==> src/rtl/kros_pkg.sv <==
// rtl/kros_pkg.sv - shared widths and loader state encoding for the pattern RAM loader
package kros_pkg;

  localparam int DATA_W  = 32;
  localparam int ROM_AW  = 10;
  localparam int RAM_AW  = 7;
  localparam int SEQ_W   = 6;
  localparam int SEQ_LEN = 32;
  localparam int ROM_LAT = 2;

  typedef logic [1:0] ld_state_t;

  localparam ld_state_t ST_IDLE  = 2'd0;
  localparam ld_state_t ST_FETCH = 2'd1;
  localparam ld_state_t ST_DRAIN = 2'd2;

  // A sequence exists only if its whole SEQ_LEN window lies inside the ROM.
  function automatic logic seq_fits(input int seq, input int n_seq);
    return (seq < n_seq);
  endfunction

endpackage

==> src/rtl/lat_pipe.sv <==
// rtl/lat_pipe.sv - valid+index delay line matching the ROM read latency
module lat_pipe #(
  parameter int DEPTH = kros_pkg::ROM_LAT,
  parameter int IDX_W = 5
) (
  input  logic             i_clk,
  input  logic             i_rst,
  input  logic             i_flush,
  input  logic             i_valid,
  input  logic [IDX_W-1:0] i_index,
  output logic             o_valid,
  output logic [IDX_W-1:0] o_index
);

  logic [DEPTH-1:0] r_valid;
  logic [IDX_W-1:0] r_index [DEPTH];

  always_ff @(posedge i_clk or posedge i_rst) begin
    if (i_rst) begin
      r_valid <= '0;
      for (int i = 0; i < DEPTH; i++) begin
        r_index[i] <= '0;
      end
    end else begin
      r_valid[0] <= i_valid & ~i_flush;
      r_index[0] <= i_index;
      for (int i = 1; i < DEPTH; i++) begin
        r_valid[i] <= r_valid[i-1] & ~i_flush;
        r_index[i] <= r_index[i-1];
      end
    end
  end

  assign o_valid = r_valid[DEPTH-1];
  assign o_index = r_index[DEPTH-1];

endmodule

==> src/rtl/seq_ram_loader.sv <==
// rtl/seq_ram_loader.sv - copies one SEQ_LEN-word ROM sequence into a pattern-RAM slot
// One FSM issues back-to-back ROM reads; lat_pipe lines each index up with rom_q for the write.
module seq_ram_loader #(
  parameter int DATA_W  = kros_pkg::DATA_W,
  parameter int ROM_AW  = kros_pkg::ROM_AW,
  parameter int RAM_AW  = kros_pkg::RAM_AW,
  parameter int SEQ_W   = kros_pkg::SEQ_W,
  parameter int SEQ_LEN = kros_pkg::SEQ_LEN,
  parameter int ROM_LAT = kros_pkg::ROM_LAT
) (
  input  logic                              CLK_50,
  input  logic                              reset,
  input  logic                              start,
  input  logic                              abort,
  input  logic [SEQ_W-1:0]                  seq_num,
  input  logic [RAM_AW-$clog2(SEQ_LEN)-1:0] ram_slot,
  output logic [ROM_AW-1:0]                 rom_addr,
  input  logic [DATA_W-1:0]                 rom_q,
  output logic [RAM_AW-1:0]                 wraddress,
  output logic [DATA_W-1:0]                 data,
  output logic                              wren,
  output logic                              busy,
  output logic                              done,
  output logic                              err
);
  import kros_pkg::*;

  localparam int IDX_W  = $clog2(SEQ_LEN);
  localparam int SLOT_W = RAM_AW - IDX_W;
  localparam int NSEQ_W = ROM_AW - IDX_W;
  localparam int N_SEQ  = 2 ** NSEQ_W;

  ld_state_t         r_state;
  logic [IDX_W-1:0]  r_cnt;
  logic [NSEQ_W-1:0] r_seq;
  logic [SLOT_W-1:0] r_slot;
  logic [ROM_AW-1:0] r_rom_addr;
  logic              r_issue_v;
  logic              r_busy;
  logic              r_done;
  logic              r_rej;
  logic              r_err;
  logic              r_wren;
  logic              r_wr_last;
  logic [RAM_AW-1:0] r_wraddress;
  logic [DATA_W-1:0] r_data;

  logic              w_seq_ok;
  logic              w_finish;
  logic              w_can_start;
  logic              w_accept;
  logic              w_reject;
  logic              w_pipe_v;
  logic [IDX_W-1:0]  w_pipe_idx;

  assign w_seq_ok    = seq_fits(int'(seq_num), N_SEQ);
  // The last write has just landed: this edge both completes and may start the next copy.
  assign w_finish    = (r_state == ST_DRAIN) && r_wren && r_wr_last;
  assign w_can_start = (r_state == ST_IDLE) || w_finish;
  assign w_accept    = w_can_start && start && !abort && w_seq_ok;
  assign w_reject    = w_can_start && start && !abort && !w_seq_ok;

  always_ff @(posedge CLK_50 or posedge reset) begin
    if (reset) begin
      r_state    <= ST_IDLE;
      r_cnt      <= '0;
      r_seq      <= '0;
      r_slot     <= '0;
      r_rom_addr <= '0;
      r_issue_v  <= 1'b0;
      r_busy     <= 1'b0;
      r_done     <= 1'b0;
      r_rej      <= 1'b0;
      r_err      <= 1'b0;
    end else begin
      r_done    <= 1'b0;
      r_rej     <= 1'b0;
      r_err     <= r_rej;
      r_issue_v <= 1'b0;
      if (abort) begin
        r_state <= ST_IDLE;
        r_busy  <= 1'b0;
      end else begin
        case (r_state)
          ST_IDLE: begin
            r_rej <= w_reject;
            if (w_accept) begin
              r_state <= ST_FETCH;
              r_cnt   <= '0;
              r_seq   <= seq_num[NSEQ_W-1:0];
              r_slot  <= ram_slot;
            end
          end
          ST_FETCH: begin
            r_rom_addr <= {r_seq, r_cnt};
            r_issue_v  <= 1'b1;
            r_busy     <= 1'b1;
            r_cnt      <= r_cnt + 1'b1;
            if (r_cnt == IDX_W'(SEQ_LEN - 1)) begin
              r_state <= ST_DRAIN;
            end
          end
          ST_DRAIN: begin
            if (w_finish) begin
              r_done  <= 1'b1;
              r_busy  <= 1'b0;
              r_rej   <= w_reject;
              r_state <= ST_IDLE;
              if (w_accept) begin
                r_state <= ST_FETCH;
                r_cnt   <= '0;
                r_seq   <= seq_num[NSEQ_W-1:0];
                r_slot  <= ram_slot;
              end
            end
          end
          default: begin
            r_state <= ST_IDLE;
            r_busy  <= 1'b0;
          end
        endcase
      end
    end
  end

  lat_pipe #(
    .DEPTH (ROM_LAT),
    .IDX_W (IDX_W)
  ) u_lat_pipe (
    .i_clk   (CLK_50),
    .i_rst   (reset),
    .i_flush (abort),
    .i_valid (r_issue_v),
    .i_index (r_rom_addr[IDX_W-1:0]),
    .o_valid (w_pipe_v),
    .o_index (w_pipe_idx)
  );

  // Write stage: the slot field comes from the latched slot, so the index can never carry into it.
  always_ff @(posedge CLK_50 or posedge reset) begin
    if (reset) begin
      r_wren      <= 1'b0;
      r_wr_last   <= 1'b0;
      r_wraddress <= '0;
      r_data      <= '0;
    end else if (abort) begin
      r_wren    <= 1'b0;
      r_wr_last <= 1'b0;
    end else begin
      r_wren    <= w_pipe_v;
      r_wr_last <= w_pipe_v && (w_pipe_idx == IDX_W'(SEQ_LEN - 1));
      if (w_pipe_v) begin
        r_data      <= rom_q;
        r_wraddress <= {r_slot, w_pipe_idx};
      end
    end
  end

  assign rom_addr  = r_rom_addr;
  assign wraddress = r_wraddress;
  assign data      = r_data;
  assign wren      = r_wren;
  assign busy      = r_busy;
  assign done      = r_done;
  assign err       = r_err;

endmodule

==> config.mk <==
export PLATFORM = sky130hd
export DESIGN_NAME = seq_ram_loader
export DESIGN_NICKNAME = d
export VERILOG_FILES = /design/src/rtl/kros_pkg.sv /design/src/rtl/lat_pipe.sv /design/src/rtl/seq_ram_loader.sv
export SDC_FILE = /design/constraint.sdc
export NUM_CORES = 1
export LEC_CHECK = 0
export CAP_MARGIN = 20
export CORE_MARGIN = 10
export CORE_UTILIZATION = 28
export CTS_CLUSTER_DIAMETER = 100
export CTS_CLUSTER_SIZE = 8
export DETAILED_ROUTE_END_ITERATION = 8
export MAX_ROUTING_LAYER = met4
export PLACE_DENSITY = 0.59
export SLEW_MARGIN = 25
export SYNTH_ARGS = -nofsm -noshare
export SYNTH_HDL_FRONTEND = slang
export SYNTH_HIERARCHICAL = 1
export SYNTH_SLANG_ARGS = --single-unit
==> constraint.sdc <==
create_clock -name CLK_50 -period 2.5 [get_ports CLK_50]
set_clock_uncertainty 0.1 [all_clocks]
set_input_delay 0.75 -clock CLK_50 [delete_from_list [all_inputs] [get_ports CLK_50]]
set_output_delay 0.75 -clock CLK_50 [all_outputs]
set_load 0.03 [all_outputs]
# After elaboration in Yosys (flattened, before gate mapping)

Index checks and enable logic that the tools add are counted.

Reductions and logical operators: 19
$add $sub $neg: 1
Order comparisons: 1
Muxes and demuxes: 28
Bitwise operators: 3
Equal/unequal tests: 9

Operator list:

| operator                                                        | number |
|---|---|
| 5-bit two-way mux                                               | 4 |
| 5-bit case mux with 3 select lines                              | 1 |
| 1-bit two-way mux                                               | 12 |
| 2-bit two-way mux                                               | 6 |
| 5-bit == test, second input constant                            | 2 |
| 5-bit case mux with 2 select lines                              | 1 |
| 3-bit inequality test, second input constant                    | 3 |
| 3-bit AND reduction                                             | 3 |
| 1-bit logical AND                                               | 7 |
| 6-bit < comparator, second input constant                       | 1 |
| 2-bit case mux with 3 select lines                              | 1 |
| 2-bit AND reduction                                             | 3 |
| 5-bit by 1-bit adder with 5-bit output, second input constant   | 1 |
| 2-bit inequality test, second input constant                    | 2 |
| 2-bit case mux with 2 select lines                              | 1 |
| 1-bit case mux with 3 select lines                              | 1 |
| 3-bit nonzero test                                              | 1 |
| 1-bit AND                                                       | 2 |
| 2-bit by 1-bit == test with 1-bit output, second input constant | 1 |
| 2-bit == test, second input constant                            | 1 |
| 1-bit zero test                                                 | 2 |
| 2-bit zero test                                                 | 1 |
| 1-bit case mux with 2 select lines                              | 1 |
| 2-bit nonzero test                                              | 1 |
| other kinds (2)                                                 | 2 |

Word-level logic and storage cells: 78
Register bits after elaboration: 82

# Logic depth before layout (Yosys ltp)

Gate-level depths: netlist of run 1.

Word-level depth: 11
Depth in mapped cells: 5
Mapped depth without buffers: 5

# Hierarchy

Netlist of run 1, hierarchy kept.

By module, submodules not included:

| module         | cells each | area an instance (um^2) | times used |
|---|---|---|---|
| seq_ram_loader | 199        | 2717.6                  | 1 |
| lat_pipe       | 20         | 354.1                   | 1 |

# Worst setup path before layout of run 1

Ideal clock, no wire load.

Kind: input to register
From: input abort
To: register r_seq[0]
Setup slack: 0.422 ns
Data arrival time: 1.853 ns
Library setup time: 0.125 ns
Required time: 2.275 ns
Buffers on the path: 1
Cell stages on the path: 4
Path through: or4b_4 nor2_4 buf_12 mux2_4

Word-level cells in the longest chain between the ends: 6

RTL lines:

| element                            | RTL line              | RTL |
|---|---|---|
| start: declaration                 | seq_ram_loader.sv:14  | `input logic abort,` |
| 1-bit zero test                    | seq_ram_loader.sv:60  | `assign w_accept = w_can_start && start && !abort && w_seq_ok;` |
| 1-bit logical AND (2 in a row)     | seq_ram_loader.sv:60  |  |
| 5-bit two-way mux (2 in a row)     | -                     |  |
| 5-bit case mux with 2 select lines | -                     |  |
| end signal: assignment             | seq_ram_loader.sv:90  | `r_seq <= seq_num[NSEQ_W-1:0];` |
| end signal: assignment             | seq_ram_loader.sv:112 | `r_seq <= seq_num[NSEQ_W-1:0];` |
| end: declaration                   | seq_ram_loader.sv:35  | `logic [NSEQ_W-1:0] r_seq;` |

Parallel ways exist; a longest one is shown, timed or not. The select of a mux whose other input is x is not followed.
A chain may end at the register's enable or synchronous reset.

# Worst setup path in the final report of run 1

From: register r_wren (netlist: wren)
To: output wren

RTL lines:

| element                  | RTL line              | RTL |
|---|---|---|
| start: declaration       | seq_ram_loader.sv:43  | `logic r_wren;` |
| start signal: assignment | seq_ram_loader.sv:150 | `r_wren <= w_pipe_v;` |
| end: declaration         | seq_ram_loader.sv:21  | `output logic wren,` |

No word-level cell between the ends.

==> flow_metrics.tcl, run 1 <==
set metrics [dict create \
    yosys-top-cells-count "sky130_fd_sc_hd__dfrtp_1 (82), sky130_fd_sc_hd__mux2_2 (39), sky130_fd_sc_hd__nand2_1 (38), sky130_fd_sc_hd__o21ai_0 (8)" \
    whs_endpoint "u_lat_pipe/o_index[0]" \
    vdd_ir_drop_max_uv 401.0 \
    worst_ep_required_time_ns 1.65 \
    synth.yosys.seq_area_share_pct 66.80 \
    global_route.overflow_total 0 \
    die_h_microns 124.7 \
    die_width_microns 124.7 \
    final.period_utilization_pct 93.40 \
    final-max-slew-violation-count 0 \
    inserted_diodes 0 \
    reg2reg_depth 4 \
    cp_slowest_stage_delay_ns 0.70 \
    viasPerCell 4.168 \
    dpl.hpwl_microns 5040 \
    outcome "complete, no violations" \
    pin_count_of_the_biggest_net_entering_global_routing 42 \
    htree_levels 3 \
    global_route_wire_length_before_repair_microns 11240 \
    async_reset_ff_share_pct 100.0 \
    detailed_place.area_sq_um 4245 \
    critical_path_arrival_ns 1.48 \
    cts_post_setup_buffers_inserted 0 \
    final_hold_viol_count 0 \
    flow.area_growth_from_synthesis_pct 45.66 \
    ctsResizeCount 0 \
    slew_headroom_pct 71.00 \
    std_cell_rows 38 \
    power_density_nw_per_um2 849.2 \
    postRouteWirelength_microns 6728 \
    ctsRootBufferMaster "sky130_fd_sc_hd__clkbuf_8" \
    rr_endpoint "r_slot[0]" \
    setup_viol 0 \
    buffer_ports.inserted 96 \
    critical_path.slowest_cell "sky130_fd_sc_hd__clkdlybuf4s50_1" \
    start_kind "flip-flop" \
    nFillCells 1059 \
    grtUsageTotal_pct 9.121 \
    hold_path_startpoint "u_lat_pipe/r_index[5]" \
    maxCapViolations 0 \
    post-synth-top-area-cell "sky130_fd_sc_hd__dfrtp_1" \
    timing.critical_path.fanout_max 4 \
    vias_in_the_first_global_route 2025 \
    detailedRoute.firstIterationViolations 108 \
    synth.avg_cell_area_sq_um 14.03 \
    tritoncts_clock_tree "done" \
    ff2ff_setup_slack_ns 0.73 \
    rr_startpoint "r_state[0]" \
    wp_buf_inv 1 \
    synth.distinct_cells 29 \
    hold_depth 0 \
    ys_warn_count 6 \
    grt_antenna_before_repair 0 \
    synth_top_cell_area_share_pct 66.80 \
    drc_errors 0 \
    detailed_route_wire_length_per_cell_microns 14.35 \
    hold_slack_ns 0.2541 \
    die_area_sq_um 15560 \
    synth.area.top_cells "sky130_fd_sc_hd__dfrtp_1 (67%), sky130_fd_sc_hd__mux2_2 (14%), sky130_fd_sc_hd__nand2_1 (4.6%)" \
    synth-seq-cells 82 \
    rsz0062_at_grt "false" \
    place.gp.congestion 0.7219 \
    via_count 1955 \
    max_slew.worst_pin.slew_ns 0.4345 \
    criticalPathCategory "flip-flop to output pin" \
    cts_num_sinks 82 \
    postCtsHoldBufs 0 \
    max_freq_mhz 428.3 \
    cp-end-kind "output pin" \
    cts_inserted_buffers 9 \
    postSynthCellCount 219 \
    min_period_ns 2.335 \
    worstSkewPairLatency_ns 0.35 \
    yosysMostFrequentCell "sky130_fd_sc_hd__dfrtp_1" \
    synth-edff-count 0 \
    critical_path.top_delay_family "buffers and inverters" \
    crit_chain "clkdlybuf4s50_1" \
    dominantRegCellSynth "sky130_fd_sc_hd__dfrtp_1" \
    io_pins 97 \
    clockBufferDepth 2 \
    clkSlewWorstSetupHoldPaths_ns 0.10 \
    stdcell_area_sq_um 4474 \
    synth_area_sq_um 3072 \
    antenna_violating_nets_post_route 0 \
    final_nets 370 \
    post_route_cells_drive_above_1_share_pct 24.01 \
    drt_first_pass_iters 4 \
    core_region_area_sq_um 10790 \
    synth_nets 265 \
    initial_core_utilization_pct 28.46 \
    power.leakage_nw 2.047 \
    holdCritPathClass "flip-flop to flip-flop" \
]
==> per-layer routing <==
metal	track usage [%]	routed length, microns	vias up
li1	-	-	944
met1	11.42	3138	938
met2	12.75	2915	62
met3	3.574	556	11
met4	3.907	118	0
met5	-	0	-
==> cells in the final DEF (no fill, tap or decap) <==
| cell | count |
|---|---|
| sky130_fd_sc_hd__nand3_1 | 2 |
| sky130_fd_sc_hd__clkdlybuf4s50_1 | 96 |
| sky130_fd_sc_hd__clkinvlp_4 | 2 |
| sky130_fd_sc_hd__nor2b_1 | 3 |
| sky130_fd_sc_hd__inv_8 | 1 |
| sky130_fd_sc_hd__or3_1 | 2 |
| sky130_fd_sc_hd__mux2_2 | 39 |
| sky130_fd_sc_hd__a21oi_1 | 2 |
| sky130_fd_sc_hd__nor2_4 | 1 |
| sky130_fd_sc_hd__inv_6 | 3 |
| sky130_fd_sc_hd__bufinv_16 | 2 |
| sky130_fd_sc_hd__or4b_4 | 1 |
| sky130_fd_sc_hd__or3b_1 | 1 |
| sky130_fd_sc_hd__clkbuf_8 | 9 |
| sky130_fd_sc_hd__and2b_2 | 1 |
| sky130_fd_sc_hd__inv_1 | 5 |
| sky130_fd_sc_hd__nand2_1 | 38 |
| sky130_fd_sc_hd__nand4_1 | 1 |
| sky130_fd_sc_hd__dfrtp_1 | 82 |
| sky130_fd_sc_hd__buf_4 | 9 |
| sky130_fd_sc_hd__ha_1 | 2 |
| sky130_fd_sc_hd__o21ai_0 | 8 |
| sky130_fd_sc_hd__and3_1 | 1 |
| sky130_fd_sc_hd__o22ai_1 | 1 |
| sky130_fd_sc_hd__nor2_1 | 2 |
| sky130_fd_sc_hd__buf_12 | 3 |
| sky130_fd_sc_hd__o211ai_1 | 1 |
| sky130_fd_sc_hd__nor3_1 | 1 |
| sky130_fd_sc_hd__a21boi_2 | 1 |
| sky130_fd_sc_hd__mux2_4 | 6 |
| sky130_fd_sc_hd__a311oi_1 | 1 |
| sky130_fd_sc_hd__a22oi_1 | 1 |
| sky130_fd_sc_hd__or2_2 | 1 |
==> state kept, by name, indices dropped and copies added, names as in the netlist, 5 cells and up <==
signal and cells:
rom_addr 10, data 32, r_cnt 5, u_lat_pipe/r_index 5, u_lat_pipe/o_index 5, r_seq 5
wraddress 7
==> worst max path at each step <==
stage               startpoint        end  slack (ns)  cells past startpoint
detailed placement  seq_num[5]  r_slot[0]       -0.09                      5
floorplan                abort   r_seq[0]        0.42                      4
finish                    wren       wren        0.17                      1
global placement    seq_num[5]  r_slot[0]       -0.07                      5
CTS                       wren       wren        0.14                      1
global route              wren       wren         0.1                      1
==> where the power goes <==
group          total [mW]  switching [mW]  internal, mW
Sequential           1.68           0.124          1.56
Combinational        1.02           0.532         0.490
Clock                1.10           0.517         0.580
==> cells by family (layout without fill, tap and decap cells) <==
kind of cell | count (synthesis) | in the layout | synth area share (%)
compound gates | 15 | 15 | 2.974
fa+ha+maj | 2 | 2 | 0.8145
buf+inv | 20 | 130 | 3.829
flops | 82 | 82 | 66.80
mux | 45 | 45 | 17.23
simple gates | 55 | 55 | 8.351
==> area by class of cell <==
cell class / instances / area [sq um] / share of cell area [%]
clock inverters: 7 / 105.1 / 2.349
repair buffers: 108 / 1089 / 24.33
multi-input cells: 117 / 903.4 / 20.19
flip-flops and latches: 82 / 2052 / 45.86
well taps: 140 / 175.2 / 3.915
inverters: 6 / 26.28 / 0.5872
clock buffers: 9 / 123.9 / 2.768
==> stage by stage <==
step	total power [mW]	util (%)	setup WS (ns)	TNS [ns]	instances
after detailed placement	2.753	39.33	-0.08682	-0.3750	453
after floorplan	2.269	-	0.4222	0	219
after global placement	2.739	39.33	-0.07288	-0.3080	453
after global routing	4.014	41.46	0.09547	0	469
final	3.800	41.46	0.1651	0	469
after CTS	3.868	41.46	0.1384	0	469
Note: power is estimated with default switching activity, not from simulation.
==> inputs of run 2 (changes only) <==
- PLACE_DENSITY: 0.59 -> 0.63
==> run 2 against run 1 <==
  * First-iteration DRC count decreased by 12%
  * Global-route usage up 0.41 points
  * Sequential power about the same
  * Non-clock buffer count grew 2
  * Clock-buffer cell count increased by 1
  * Routed wire length grew 4.6%
  * Worst setup slack improved by 0.022 ns
  * Power decreased by 4.7%
  * Combinational power about the same
  * Critical path depth unchanged
==> flow_metrics.tcl, run 2 (synthesis gave the netlist of run 1 again) <==
set metrics [dict create \
    critical_path.top_delay_family "buffers and inverters" \
    tritoncts_clock_tree "done" \
    drt_first_pass_iters 4 \
    grt_antenna_before_repair 0 \
    vdd_ir_drop_max_uv 327.6 \
    start_kind "flip-flop" \
    critical_path.slowest_cell "sky130_fd_sc_hd__clkdlybuf4s50_1" \
    die_area_sq_um 15560 \
    std_cell_rows 38 \
    postRouteWirelength_microns 7036 \
    nFillCells 1042 \
    drc_errors 0 \
    setup_viol 0 \
    grtUsageTotal_pct 9.529 \
    final_nets 372 \
    max_slew.worst_pin.slew_ns 0.5087 \
    finalWorstSetupSlack_ns 0.1870 \
    dp_slack_ns -0.07196 \
    htree_levels 3 \
    antenna_violating_nets_post_route 0 \
    viasPerCell 4.261 \
    criticalPathCategory "flip-flop to output pin" \
    vias_in_the_first_global_route 2224 \
    mostFrequentLayoutCells "sky130_fd_sc_hd__clkdlybuf4s50_1 (96), sky130_fd_sc_hd__dfrtp_1 (82), sky130_fd_sc_hd__mux2_2 (39)" \
    via_count 2007 \
    slew_headroom_pct 66.02 \
    ctsResizeCount 0 \
    gr_layer_usage_met2_pct 14.08 \
    largest_register_ff_count 32 \
    cts_inserted_buffers 9 \
    mostFrequentLayoutCell "sky130_fd_sc_hd__clkdlybuf4s50_1" \
    worst_ep_required_time_ns 1.65 \
    p_comb_share_pct 28.5 \
    clock_power_share_pct 24.9 \
    final_hold_viol_count 0 \
    clkSlewWorstSetupHoldPaths_ns 0.10 \
    met3_grt_util_pct 3.957 \
    cp_slowest_stage_delay_ns 0.71 \
    buffer_ports.inserted 96 \
    die_width_microns 124.7 \
    switching_share_of_power_pct 32.37 \
    worstSkewPairLatency_ns 0.36 \
    crit_chain "clkdlybuf4s50_1" \
    final-max-slew-violation-count 0 \
    gr-max-usage-layer "met2" \
    maxCapViolations 0 \
    pin_count_of_the_biggest_net_entering_global_routing 30 \
    die_h_microns 124.7 \
    global_route.overflow_total 0 \
    detailed_place.area_sq_um 4285 \
    util_after_layout_pct 41.42 \
    hold_slack_ns 0.2569 \
    netSwitchingPower_mw 1.172 \
    power_density_nw_per_um2 809.9 \
    detailed_route_wire_length_per_cell_microns 14.94 \
    io_pins 97 \
    core_region_area_sq_um 10790 \
    rsz0062_at_grt "false" \
    total_power_mw 3.621 \
    min_period_ns 2.313 \
    critical_path_arrival_ns 1.46 \
    final.period_utilization_pct 92.52 \
    power.leakage_nw 2.044 \
    internal_power_mw 2.449 \
    seqPwrFrac_pct 46.6 \
    inserted_diodes 0 \
    initial_core_utilization_pct 28.46 \
    flow.area_growth_from_synthesis_pct 45.54 \
    post_route_cells_drive_above_1_share_pct 24.47 \
    stdcell_area_sq_um 4471 \
    global_route_wire_length_before_repair_microns 11600 \
    postCtsHoldBufs 0 \
    max_freq_mhz 432.3 \
    ff2ff_setup_slack_ns 0.75 \
    cp-end-kind "output pin" \
    holdCritPathClass "flip-flop to flip-flop" \
    clockBufferDepth 2 \
    place.gp.congestion 0.7194 \
    cts_post_setup_buffers_inserted 0 \
    wp_buf_inv 1 \
    outcome "complete, no violations" \
    cts_num_sinks 82 \
    ctsRootBufferMaster "sky130_fd_sc_hd__clkbuf_8" \
    timing.critical_path.fanout_max 3 \
    detailedRoute.firstIterationViolations 95 \
    dpl.hpwl_microns 5304 \
    grtUsageMet1_pct 11.54 \
]
==> run 2: cell count changes in the layout (fill, tap and decap cells not counted) <==
cell	change
sky130_fd_sc_hd__clkbuf_8	+1
sky130_fd_sc_hd__clkinv_4	+1
sky130_fd_sc_hd__bufinv_16	-2
sky130_fd_sc_hd__buf_12	+2
sky130_fd_sc_hd__inv_8	-1
sky130_fd_sc_hd__clkinv_2	+1
==> run 2: stage by stage <==
step	cells	setup TNS, ns
6_report	471	0
5_1_grt	471	0
4_1_cts	471	0
3_5_place_dp	455	-0.3407
3_3_place_gp	455	-0.1913
2_1_floorplan	219	0
==> run 2: power groups by stage <==
| stage | sequential (mW) | combinational, mW | clock, mW |
|---|---|---|---|
| 2_1_floorplan | 2.02 | 0.252 | 0 |
| 3_3_place_gp | 1.71 | 1.04 | 0 |
| 3_5_place_dp | 1.72 | 1.05 | 0 |
| 4_1_cts | 1.69 | 1.05 | 0.951 |
| 5_1_grt | 1.72 | 1.10 | 1.02 |
| 6_report | 1.69 | 1.03 | 0.903 |
==> run 2: layout make-up <==
| cell class | count | area (sq um) | share of cell area [%] |
|---|---|---|---|
| multi-input cells | 117 | 903.4 | 20.21 |
| clock buffers | 10 | 137.6 | 3.079 |
| well taps | 140 | 175.2 | 3.918 |
| clock inverters | 6 | 47.55 | 1.064 |
| flip-flops and latches | 82 | 2052 | 45.90 |
| repair buffers | 110 | 1129 | 25.24 |
| inverters | 6 | 26.28 | 0.5877 |
==> run 2: path summary, 6_finish.rpt <==
kind / startpoint / endpoint / cells after the start
setup / recovery: rom_addr[3] / rom_addr[3] / 1
hold / removal: r_rej / err / 0
setup reg to reg: r_state[0] / r_slot[0] / 4
hold reg to reg: r_rej / err / 0
max in group asynchronous: reset / data[1] / 3
min in group asynchronous: reset / u_lat_pipe/r_index[6] / 2
==> run 2: per-layer routing <==
layer  share of wire (%)  up-vias
met5                   0        -
met2                  45       81
met4                 1.1        0
met3                 7.6        7
li1                    -      951
met1                  46      968
==> inputs of run 3 (changes only) <==
- CORE_MARGIN: 10 -> default
==> run 3 against run 2 <==
  * Non-clock buffer count grew 2
  * Core utilization up 1.4 points
  * Register-to-register slack barely moved
  * Routed wire length down 12%
  * Largest cell class unchanged
  * Hold slack worse by 0.0051 ns
  * Clock power decreased by 8.2%
==> flow_metrics.tcl, run 3 (synthesis gave the netlist of run 1 again) <==
set metrics [dict create \
    outcome "complete, no violations" \
    global_route_wire_length_before_repair_microns 10080 \
    antenna_violating_nets_post_route 0 \
    viasPerCell 4.256 \
    postRouteWirelength_microns 6188 \
    grt_antenna_before_repair 0 \
    max_freq_mhz 422.7 \
    maxCapViolations 0 \
    crit_chain "clkdlybuf4s50_1" \
    cts_post_setup_buffers_inserted 0 \
    final.period_utilization_pct 94.63 \
    power.leakage_nw 2.045 \
    reg2reg_depth 4 \
    mostFrequentLayoutCells "sky130_fd_sc_hd__clkdlybuf4s50_1 (96), sky130_fd_sc_hd__dfrtp_1 (82), sky130_fd_sc_hd__mux2_2 (39)" \
    final_nets 374 \
    critical_path.slowest_cell "sky130_fd_sc_hd__clkdlybuf4s50_1" \
    final-max-slew-violation-count 0 \
    die_h_microns 106.7 \
    initial_core_utilization_pct 29.36 \
    stdcell_area_sq_um 4478 \
    wp_buf_inv 1 \
    ff_latch_area_sq_um 2052 \
    final_hold_viol_count 0 \
    tritoncts_clock_tree "done" \
    power_density_nw_per_um2 790.4 \
    min_period_ns 2.366 \
    buffer_ports.inserted 96 \
    flow.area_growth_from_synthesis_pct 45.78 \
    largest_register_ff_count 32 \
    critical_path.top_delay_family "buffers and inverters" \
    core_region_area_sq_um 10460 \
    post_route_cells_drive_above_1_share_pct 24.62 \
    worstSkewPairLatency_ns 0.34 \
    die_width_microns 106.7 \
    mostFrequentLayoutCell "sky130_fd_sc_hd__clkdlybuf4s50_1" \
    worst_ep_required_time_ns 1.65 \
    criticalPathCategory "flip-flop to output pin" \
    std_cell_rows 37 \
    max_slew.worst_pin.slew_ns 0.4608 \
    pin_count_of_the_biggest_net_entering_global_routing 29 \
    grtUsageTotal_pct 11.92 \
    clockBufferDepth 2 \
    nFillCells 977 \
    hold_depth 0 \
    final_cells 469 \
    post-place-cells 453 \
    ff2ff_setup_slack_ns 0.75 \
    postCtsHoldBufs 0 \
    place.gp.congestion 0.7468 \
    cts_inserted_buffers 9 \
    cp-end-kind "output pin" \
    rr_startpoint "r_state[0]" \
    setup_viol 0 \
    cp_slowest_stage_delay_ns 0.73 \
    global_route.overflow_total 0 \
    start_kind "flip-flop" \
    drt_first_pass_iters 4 \
    timing.critical_path.fanout_max 4 \
    cts_num_sinks 82 \
    multiInputGateArea_sq_um 903.4 \
    detailed_route_wire_length_per_cell_microns 13.19 \
    ctsResizeCount 0 \
    clkSlewWorstSetupHoldPaths_ns 0.08 \
    rr_endpoint "r_slot[0]" \
    hold_path_startpoint "u_lat_pipe/r_index[6]" \
    io_pins 97 \
    rsz0062_at_grt "false" \
    htree_levels 3 \
    inserted_diodes 0 \
    critical_path_arrival_ns 1.52 \
    detailed_place.area_sq_um 4308 \
    die_area_sq_um 11390 \
    holdCritPathClass "flip-flop to flip-flop" \
    detailedRoute.firstIterationViolations 77 \
    drc_errors 0 \
    ctsRootBufferMaster "sky130_fd_sc_hd__clkbuf_8" \
    whs_endpoint "u_lat_pipe/o_index[1]" \
    vias_in_the_first_global_route 2064 \
    vdd_ir_drop_max_uv 311.8 \
    slew_headroom_pct 69.21 \
    dpl.hpwl_microns 4511 \
    via_count 1996 \
]
==> run 3: where the power goes <==
part | internal (mW) | switching, mW
clock network | 0.362 | 0.466
registers | 1.56 | 0.127
logic | 0.499 | 0.528
total | 2.42 | 1.12
==> run 3: final cells by class <==
type                            count  area share (%)
Timing Repair Buffer              112           25.82
Clock inverter                      6          0.9500
Tap cell                          136           3.800
Clock buffer                       10           2.850
Sequential cell                    82           45.82
Multi-Input combinational cell    117           20.17
Inverter                            6          0.5868
==> run 3: stage by stage <==
stage | utilization, % | setup TNS (ns) | worst slack, ns | hold WS, ns | total power [mW]
finish | 42.80 | 0 | 0.1343 | 0.2518 | 3.540
global route | 42.80 | 0 | 0.07328 | 0.2621 | 3.744
CTS | 42.80 | 0 | 0.1076 | 0.2542 | 3.607
detailed placement | 41.17 | -0.3502 | -0.07442 | 0.2347 | 2.753
global placement | 41.17 | -0.4364 | -0.08383 | 0.2316 | 2.736
floorplan | - | 0 | 0.4222 | 0.2312 | 2.269
==> run 3: how the worst max path moves through the flow <==
| stage | to | cells past startpoint | start |
|---|---|---|---|
| 2_1_floorplan | r_seq[0] | 4 | abort |
| 3_3_place_gp | r_slot[0] | 5 | abort |
| 3_5_place_dp | r_slot[0] | 5 | abort |
| 4_1_cts | wren | 1 | wren |
| 5_1_grt | wren | 1 | wren |
| 6_report | wren | 1 | wren |
==> run 3: routing by layer <==
| metal | GRT usage, % | part of all wire (%) | up-vias |
|---|---|---|---|
| li1 | - | - | 950 |
| met1 | 13.57 | 42 | 967 |
| met2 | 20.18 | 50 | 74 |
| met3 | 4.438 | 7.3 | 5 |
| met4 | 2.348 | 0.57 | 0 |
| met5 | - | 0 | - |
